[config.mk]
export PLATFORM = sky130hd
export DESIGN_NAME = cla_seq_divider
export DESIGN_NICKNAME = d
export VERILOG_FILES = /design/src/rtl/cla_seq_divider.sv
export SDC_FILE = /design/constraint.sdc
export NUM_CORES = 1
export LEC_CHECK = 0
export ABC_CLOCK_PERIOD_IN_PS = 2750
export CAP_MARGIN = 15
export CORE_ASPECT_RATIO = 1.25
export CORE_MARGIN = 5
export CORE_UTILIZATION = 30
export DETAILED_ROUTE_END_ITERATION = 12
export PLACE_DENSITY = 0.56
export SETUP_SLACK_MARGIN = 0.2
export SLEW_MARGIN = 20
export SYNTH_ARGS = -nofsm -noshare
export SYNTH_HDL_FRONTEND = slang
export SYNTH_SLANG_ARGS = --single-unit
[constraint.sdc]
create_clock -name clk_i -period 2.75 [get_ports clk_i]
set_input_delay 0.275 -clock clk_i [delete_from_list [all_inputs] [get_ports clk_i]]
set_output_delay 0.275 -clock clk_i [all_outputs]
set_load 0.01 [all_outputs]
[src/rtl/cla_seq_divider.sv]
// cla_seq_divider: sequential restoring unsigned divider.
// Each CALC cycle shifts one dividend bit into the partial remainder. It then
// runs one trial subtraction R - D through a WIDTH+1-bit carry-lookahead chain
// (R + ~D + 1). The trial is kept only when the chain reports no borrow.
module cla_seq_divider #(
  parameter int WIDTH = 4
) (
  input  logic             clk_i,
  input  logic             rst_i,
  input  logic             start_i,
  input  logic [WIDTH-1:0] dividend_i,
  input  logic [WIDTH-1:0] divisor_i,
  output logic             busy_o,
  output logic             done_o,
  output logic [WIDTH-1:0] quotient_o,
  output logic [WIDTH-1:0] remainder_o,
  output logic             div_by_zero_o
);

  // The extra trial bit keeps the shifted partial remainder from overflowing.
  localparam int TW = WIDTH + 1;
  localparam int CW = $clog2(WIDTH);

  typedef enum logic [1:0] {IDLE, CALC, DONE} state_e;

  state_e           state_q, state_d;
  logic [WIDTH-1:0] d_q, d_d;        // latched divisor
  logic [WIDTH-1:0] q_q, q_d;        // dividend shifting out, quotient shifting in
  logic [WIDTH-1:0] r_q, r_d;        // partial remainder (always < divisor)
  logic [CW-1:0]    cnt_q, cnt_d;
  logic [WIDTH-1:0] quot_q, quot_d;
  logic [WIDTH-1:0] rem_q, rem_d;
  logic             dbz_q, dbz_d;

  logic [TW-1:0]    trial_a;
  logic [TW:0]      trial;           // {carry_out, difference}
  logic             no_borrow;
  logic [WIDTH-1:0] r_next, q_next;
  logic             unused_trial_msb;

  // Carry-lookahead adder: every carry is a flat sum of generate terms
  // qualified by the propagate run above them, rather than a rippled chain.
  function automatic logic [TW:0] cla_add(input logic [TW-1:0] a,
                                          input logic [TW-1:0] b,
                                          input logic          cin);
    logic [TW-1:0] g, p;
    logic [TW:0]   c;
    logic          pp;
    g    = a & b;
    p    = a ^ b;
    c    = '0;
    c[0] = cin;
    for (int i = 0; i < TW; i++) begin
      pp = 1'b1;
      for (int j = i; j >= 0; j--) begin
        c[i+1] = c[i+1] | (pp & g[j]);
        pp     = pp & p[j];
      end
      c[i+1] = c[i+1] | (pp & cin);
    end
    return {c[TW], p ^ c[TW-1:0]};
  endfunction

  // One restoring step: shift, trial-subtract, keep the difference if no borrow.
  always_comb begin
    trial_a          = {r_q, q_q[WIDTH-1]};
    trial            = cla_add(trial_a, ~{1'b0, d_q}, 1'b1);
    no_borrow        = trial[TW];
    r_next           = no_borrow ? trial[WIDTH-1:0] : trial_a[WIDTH-1:0];
    q_next           = {q_q[WIDTH-2:0], no_borrow};
    // When the trial is kept its top bit is always zero, so it is never read.
    unused_trial_msb = trial[TW-1];
  end

  // State and datapath registers; async reset returns everything to zero.
  always_ff @(posedge clk_i or posedge rst_i) begin
    if (rst_i) begin
      state_q <= IDLE;
      d_q     <= '0;
      q_q     <= '0;
      r_q     <= '0;
      cnt_q   <= '0;
      quot_q  <= '0;
      rem_q   <= '0;
      dbz_q   <= 1'b0;
    end else begin
      state_q <= state_d;
      d_q     <= d_d;
      q_q     <= q_d;
      r_q     <= r_d;
      cnt_q   <= cnt_d;
      quot_q  <= quot_d;
      rem_q   <= rem_d;
      dbz_q   <= dbz_d;
    end
  end

  // Next-state logic: accept start in IDLE/DONE, iterate WIDTH times in CALC.
  always_comb begin
    state_d = state_q;
    d_d     = d_q;
    q_d     = q_q;
    r_d     = r_q;
    cnt_d   = cnt_q;
    quot_d  = quot_q;
    rem_d   = rem_q;
    dbz_d   = dbz_q;
    case (state_q)
      IDLE, DONE: begin
        if (start_i) begin
          if (divisor_i != '0) begin
            state_d = CALC;
            d_d     = divisor_i;
            q_d     = dividend_i;
            r_d     = '0;
            cnt_d   = '0;
            dbz_d   = 1'b0;
          end else begin
            // Divide by zero finishes at once, without a CALC phase.
            state_d = DONE;
            quot_d  = '1;
            rem_d   = dividend_i;
            dbz_d   = 1'b1;
          end
        end else if (state_q == DONE) begin
          state_d = IDLE;
        end
      end
      CALC: begin
        q_d   = q_next;
        r_d   = r_next;
        cnt_d = cnt_q + CW'(1);
        if (cnt_q == CW'(WIDTH - 1)) begin
          state_d = DONE;
          quot_d  = q_next;
          rem_d   = r_next;
        end
      end
      default: state_d = IDLE;
    endcase
  end

  assign busy_o        = (state_q == CALC);
  assign done_o        = (state_q == DONE);
  assign quotient_o    = quot_q;
  assign remainder_o   = rem_q;
  assign div_by_zero_o = dbz_q;

endmodule

==> After elaboration in Yosys (flattened, before gate mapping) <==
Cells that the tools add are included.
{ "totals": {"ff_bits": 25, "wordCells": 79, "out_inout_bits": 11} }
{ "op_classes": {"n_eq_ne": 8, "n_reduce_logical": 9, "n_addsub": 1, "bitwise_logic": 29, "mux": 24} }
{ "ops": {"columns": ["op", "count"], "rows": [
  ["2-to-1 mux 4 bit", 11],
  ["case mux 4 bit (2 select lines)", 4],
  ["AND 1 bit", 14],
  ["2-to-1 mux 2 bit", 6],
  ["bitwise OR 1 bit", 11],
  ["case mux 2 bit (2 select lines)", 2],
  ["!= test 2 bit, second input constant", 3],
  ["AND reduction 3 bit", 2],
  ["AND 5 bit", 1],
  ["NOT 4 -> 5 bit", 1],
  ["XOR 5 bit", 1],
  ["== test 2 bit, second input constant", 2],
  ["AND reduction 2 bit", 2],
  ["AND reduction 4 bit", 1],
  ["nonzero test 4 bit", 1],
  ["XOR 4 bit", 1],
  ["!= test 3 bit, second input constant", 1],
  ["adder 2 x 1 -> 2 bit, second input constant", 1],
  ["== test 2 x 1 -> 1 bit, second input constant", 1],
  ["zero test 2 bit", 1],
  ["!= test 2 x 1 -> 1 bit, second input constant", 1],
  ["nonzero test 2 bit", 1],
  ["OR reduction 2 bit", 1],
  ["2-to-1 mux 1 bit", 1]
]} }

==> Longest topological paths before layout <==
{ "logic_depth": {"ltp_word": 11, "mapped_depth": 6, "mapped_depth_nobuf": 6} }

==> Least setup slack after synthesis <==
Ideal clock, no wire load.
{ "synth_timing": {"kind": "register to register", "from": "register r_q[0]", "to": "register rem_q[0] (netlist: remainder_o[0])", "t_arrival_ns": 1.606, "n_path_buf": 0, "setup_time_ns": 0.119, "slack_ns": 1.025, "path_stages_with_launch": 6, "required_time_ns": 2.631, "path_cell_list": "dfrtp_1 -> ha_1 -> o21ai_0 -> a22oi_1 -> mux2_2 -> o22a_2"} }
{ "synth_via": {"elab_chain_len": 8} }
{ "synth_lines": {"columns": ["item", "line", "source"], "rows": [
  ["start: declaration", "29", "logic [WIDTH-1:0] r_q, r_d;"],
  ["start signal: assignment", "90", "r_q <= r_d;"],
  ["AND 5 bit or XOR 5 bit (tied branches)", "49, 50", null],
  ["AND 1 bit, on equally long branches", "56, 57", null],
  ["bitwise OR 1 bit or AND 1 bit (tied branches)", "56", "c[i+1] = c[i+1] | (pp & g[j]);"],
  ["bitwise OR 1 bit", "56", null],
  ["bitwise OR 1 bit (*)", "59", "c[i+1] = c[i+1] | (pp & cin);"],
  ["2-to-1 mux 4 bit (*)", "69", "r_next = no_borrow ? trial[WIDTH-1:0] : trial_a[WIDTH-1:0];"],
  ["2-to-1 mux 4 bit (*)", "133", "if (cnt_q == CW'(WIDTH - 1)) begin"],
  ["case mux 4 bit (2 select lines) (*)", "108", "case (state_q)"],
  ["end signal: assignment", "93", "rem_q <= rem_d;"],
  ["end: declaration", "32", "logic [WIDTH-1:0] rem_q, rem_d;"]
]} }
Every way passes the cells marked *; elsewhere a longest branch is shown, timed or not. The select of a mux whose other input is x is not followed.
A chain may end at the register's enable or synchronous reset.

==> Final worst setup path <==
{ "layout_timing": {"from": "register state_q[1]", "to": "output port busy_o"} }
{ "layout_via": {"elab_chain_len": 1} }
{ "layout_lines": {"columns": ["item", "line", "source"], "rows": [
  ["start: declaration", "26", "state_e state_q, state_d;"],
  ["start signal: assignment", "87", "state_q <= state_d;"],
  ["== test 2 x 1 -> 1 bit", "143", "assign busy_o = (state_q == CALC);"],
  ["end: declaration", "13", "output logic busy_o,"]
]} }
Every way passes these cells.

==> impl.org <==
** Placed design
- Detailed placement ended at an HPWL of about 2.4 mm.
- After detailed placement, the total cell area comes to 1558 um2.
- The count of buffers added on input and output ports is 21.
- Gpl congestion :: slightly below 0.8

** Drt
- Count of unresolved DRC violations after routing :: 0
- In the routed layout, each cell is associated on average with a via count of about 5.
- The routed design has 3.103 mm of wire.
- The first routing iteration left 49 violations.
- Total via count in the routed design :: 1050
- Antenna viol nets, final :: 0
- Before antenna repair, the detailed router went through 4 iterations.
- After detailed routing, the average wire length per cell comes to 14.85 um.

** Critical path
- Critical path arrival :: 2020 ps
- STA classifies the critical path endpoint as a primary output.
- The slowest stage of the critical path belongs to the cell sky130_fd_sc_hd__clkdlybuf4s50_1.
- Worst Path Max Fanout :: 16
- STA puts the critical path data required time at about 2500 ps.
- By startpoint and endpoint, the worst setup path is classified as flop to primary output.
- Launching element type of the critical path :: flop
- Walking the worst path, the cells encountered are nand2b_1 > inv_1 > clkdlybuf4s50_1.
- The largest single stage delay on the critical path is 630 ps.

** Global route
- Entering global routing, the biggest net connects 26 pins.
- The first global-routing pass estimated 5.202 mm of wire.
- Via count of the first global-routing pass :: 1129
- Global routing used between 10% and 20% of the available tracks.
- Congestion Overflow GR :: 0
- The number of antenna violations at the first check in global routing was 0.

** Timing
- In the final timing run, aggregate negative setup slack is 0 ps.
- Final Max Slew Viols :: 0
- Final critical delay including setup and external delays :: 2298 ps
- Based on the critical path, the design can be clocked at up to 0.4352 GHz.
- Slew @ Worst Pin :: 645.8 ps
- Relative slew slack :: 56.90%
- Setup repair after global routing left no endpoint under its margin.
- The worst path uses 83.55% of the clock period.
- Setup violations remaining at the end of the flow were counted as 0.
- The number of endpoints with negative hold slack in the final report came to 0.
- Worst clock skew :: 7.080 ps

** Power and ir drop
- Share of power burned in registers :: 32.7%
- In this run the static leakage power is 0.7062 nW.
- Design internal power :: 0.001183 W
- Net switching is about two fifths of the power.
- The share of total power dissipated in the clock network is about 11%.
- IR drop worst, VDD :: between 0.2 and 0.3 mV
- Per report_power, the combinational group accounts for 56.3% of the total.
- Power Density :: 1257 nW/um2
- The analysis attributes to net switching a power of roughly 0.00083 W.

** Floorplanning
- The die is 83.25 um tall.
- Die Footprint :: 5710 um2
- Area of the core :: 4131 um2
- The floorplan has 26 rows.
- The die is 68.60 um wide.
- Pin placement for this block handled 22 I/O pins.
- The initial utilization of the core area, before any placement, comes to 31.16%.

** Synthesis
- Total number of yosys warnings :: 0
- Largest cells by area after synthesis :: sky130_fd_sc_hd__dfrtp_1 (49%), sky130_fd_sc_hd__ha_1 (5.8%), sky130_fd_sc_hd__nand2_1 (5.8%)
- Count of mapped cells out of synthesis :: 131
- Mapped Avg Cell Area :: slightly below 10 um2
- Yosys mapped the design onto 35 distinct sky130hd cell types.
- Syn_nets :: 148
- Total standard cell area after synthesis :: 1287 um2
- Top-area cell type share of the netlist area :: 48.59%
- Yosys reg bits :: 25
- Cell taking the most area after synthesis :: sky130_fd_sc_hd__dfrtp_1
- Sequential element share of the synthesized area :: 48.59%

** Final layout
- Commonest non-fill, non-tap cells in the layout :: sky130_fd_sc_hd__dfrtp_1 (25), sky130_fd_sc_hd__clkdlybuf4s50_1 (21), sky130_fd_sc_hd__nand2_1 (20)
- The layout has approximately 430 filler cells.
- Leaving out fill and tap cells, the most frequent cell in the layout is sky130_fd_sc_hd__dfrtp_1.
- Final net count :: 171
- 0 antenna diodes ended up in the layout.
- Storage cell area :: 625.6 um2
- Footprint of the multi-input gates :: 614.3 um2
- Post-Layout Inst Area :: approximately 1600 um2
- The area growth from synthesis to layout is 24.59%.
- In the final layout, the share of cells above drive strength 1 is around 9.8%.

** Flow run
- # Max-Cap Violations :: 0

** Clock network
- Clock latency reported for the late side of the worst-skew pair :: 270 ps
- TritonCTS built the clock tree.
- Post-CTS sizing :: 0
- The tree is rooted in a sky130_fd_sc_hd__clkbuf_8.
- The clock drives 25 sinks.
- Number of H-tree branching levels :: 1
- CTS Buf Count :: 3
- Clock-pin slew was measured on the worst setup and hold paths at 90 ps.
- Buffers added to address setup during post-CTS repair amount to 0.
- CTS Hold Buffers Added :: 0
- Max Buffers Root-to-Sink :: 2

** Status
- Status :: complete, no violations

** Min path
- Type of the worst min-delay path :: input pin to asynchronous set/reset pin
-- final timing paths --
check,startpoint,endpoint,slack [ps],cells past startpoint
worst max-delay path,state_q[1],busy_o,450,3
worst min-delay path,rst_i,quotient_o[0],350,3
worst max register to register,d_q[0],remainder_o[0],810,6
worst min register to register,div_by_zero_o,div_by_zero_o,480,1
max in group asynchronous,rst_i,quotient_o[3],2150,3
min in group clk_i,div_by_zero_o,div_by_zero_o,480,1
-- power groups by stage --
stage / logic, W / clock network, W / registers, W
5_1_grt: 0.00127 / 0.000242 / 0.000679
3_5_place_dp: 0.00114 / 0 / 0.000667
3_3_place_gp: 0.00111 / 0 / 0.000658
2_1_floorplan: 0.000777 / 0 / 0.000663
6_report: 0.00114 / 0.000222 / 0.000660
4_1_cts: 0.00115 / 0.000225 / 0.000660
-- sequential cells by signal, indices dropped and copies added, names as in the netlist --
signal and cells:
div_by_zero_o 1, quotient_o 4, r_q 4, remainder_o 4, state_q 2, q_q 4
d_q 4, cnt_q 2
-- worst max-delay path, delay by kind of cell, from the launching register on --
kind	cells	cell delay, ps
and+or+nand+nor	1	310
DFF	1	390
buffers and inverters	2	1060
-- final cells by class --
cell class | instances | share of cell area [%]
Clock buffer | 3 | 2.574
Clock inverter | 1 | 0.3120
Sequential cell | 25 | 39.00
Inverter | 8 | 1.872
Multi-Input combinational cell | 94 | 38.30
Timing Repair Buffer | 22 | 13.57
Tap cell | 56 | 4.368
-- metrics by stage --
step,util [%],hold WS (ps),power (W),std cells,setup WS [ps]
2_1_floorplan,-,302.3,0.001440,131,1025
3_3_place_gp,37.70,471.5,0.001764,205,734.7
3_5_place_dp,37.70,469.7,0.001809,205,661.5
4_1_cts,38.82,360.4,0.002032,209,441.9
5_1_grt,38.82,387.2,0.002193,209,340.9
6_report,38.82,353.2,0.002017,209,452.3
-- layer usage --
metal / up-vias / global-route usage [%] / wire length (um)
met5: - / 0 / 0
met4: 0 / 4.702 / 42
met3: 4 / 0.8108 / 118
met2: 31 / 20.50 / 1637
met1: 511 / 13.90 / 1303
li1: 504 / - / -
-- logic make-up after synthesis --
kind of cell               share of synthesized area [%]
buffers and inverters                              3.693
DFF                                                48.59
muxes                                              5.637
and+or+nand+nor                                    15.55
AOI/OAI and AO/OA                                  20.02
adders and majority gates                          5.831
xor gates and xnor gates                          0.6804
-- synthesized netlist by cell type, drive strengths merged --
| library cell | n |
|---|---|
| mux2i | 5 |
| inv | 8 |
| o31ai | 1 |
| o211ai | 1 |
| dfrtp | 25 |
| nor3 | 1 |
| and4b | 1 |
| mux2 | 2 |
| xnor2 | 1 |
| nor2 | 12 |
| a211o | 1 |
| nor4 | 2 |
| o21ai | 15 |
| o22a | 3 |
| nand3b | 1 |
| o32ai | 1 |
| nand2b | 2 |
| a21bo | 1 |
| o311ai | 1 |
| nand2 | 20 |
| ha | 6 |
| a31oi | 1 |
| nor2b | 1 |
| or4 | 1 |
| or3 | 1 |
| a22o | 1 |
| a21oi | 5 |
| o22ai | 2 |
| buf | 2 |
| clkbuf | 2 |
| a21o | 4 |
| a22oi | 1 |
No activity file was read; power rests on OpenSTA's default activity.
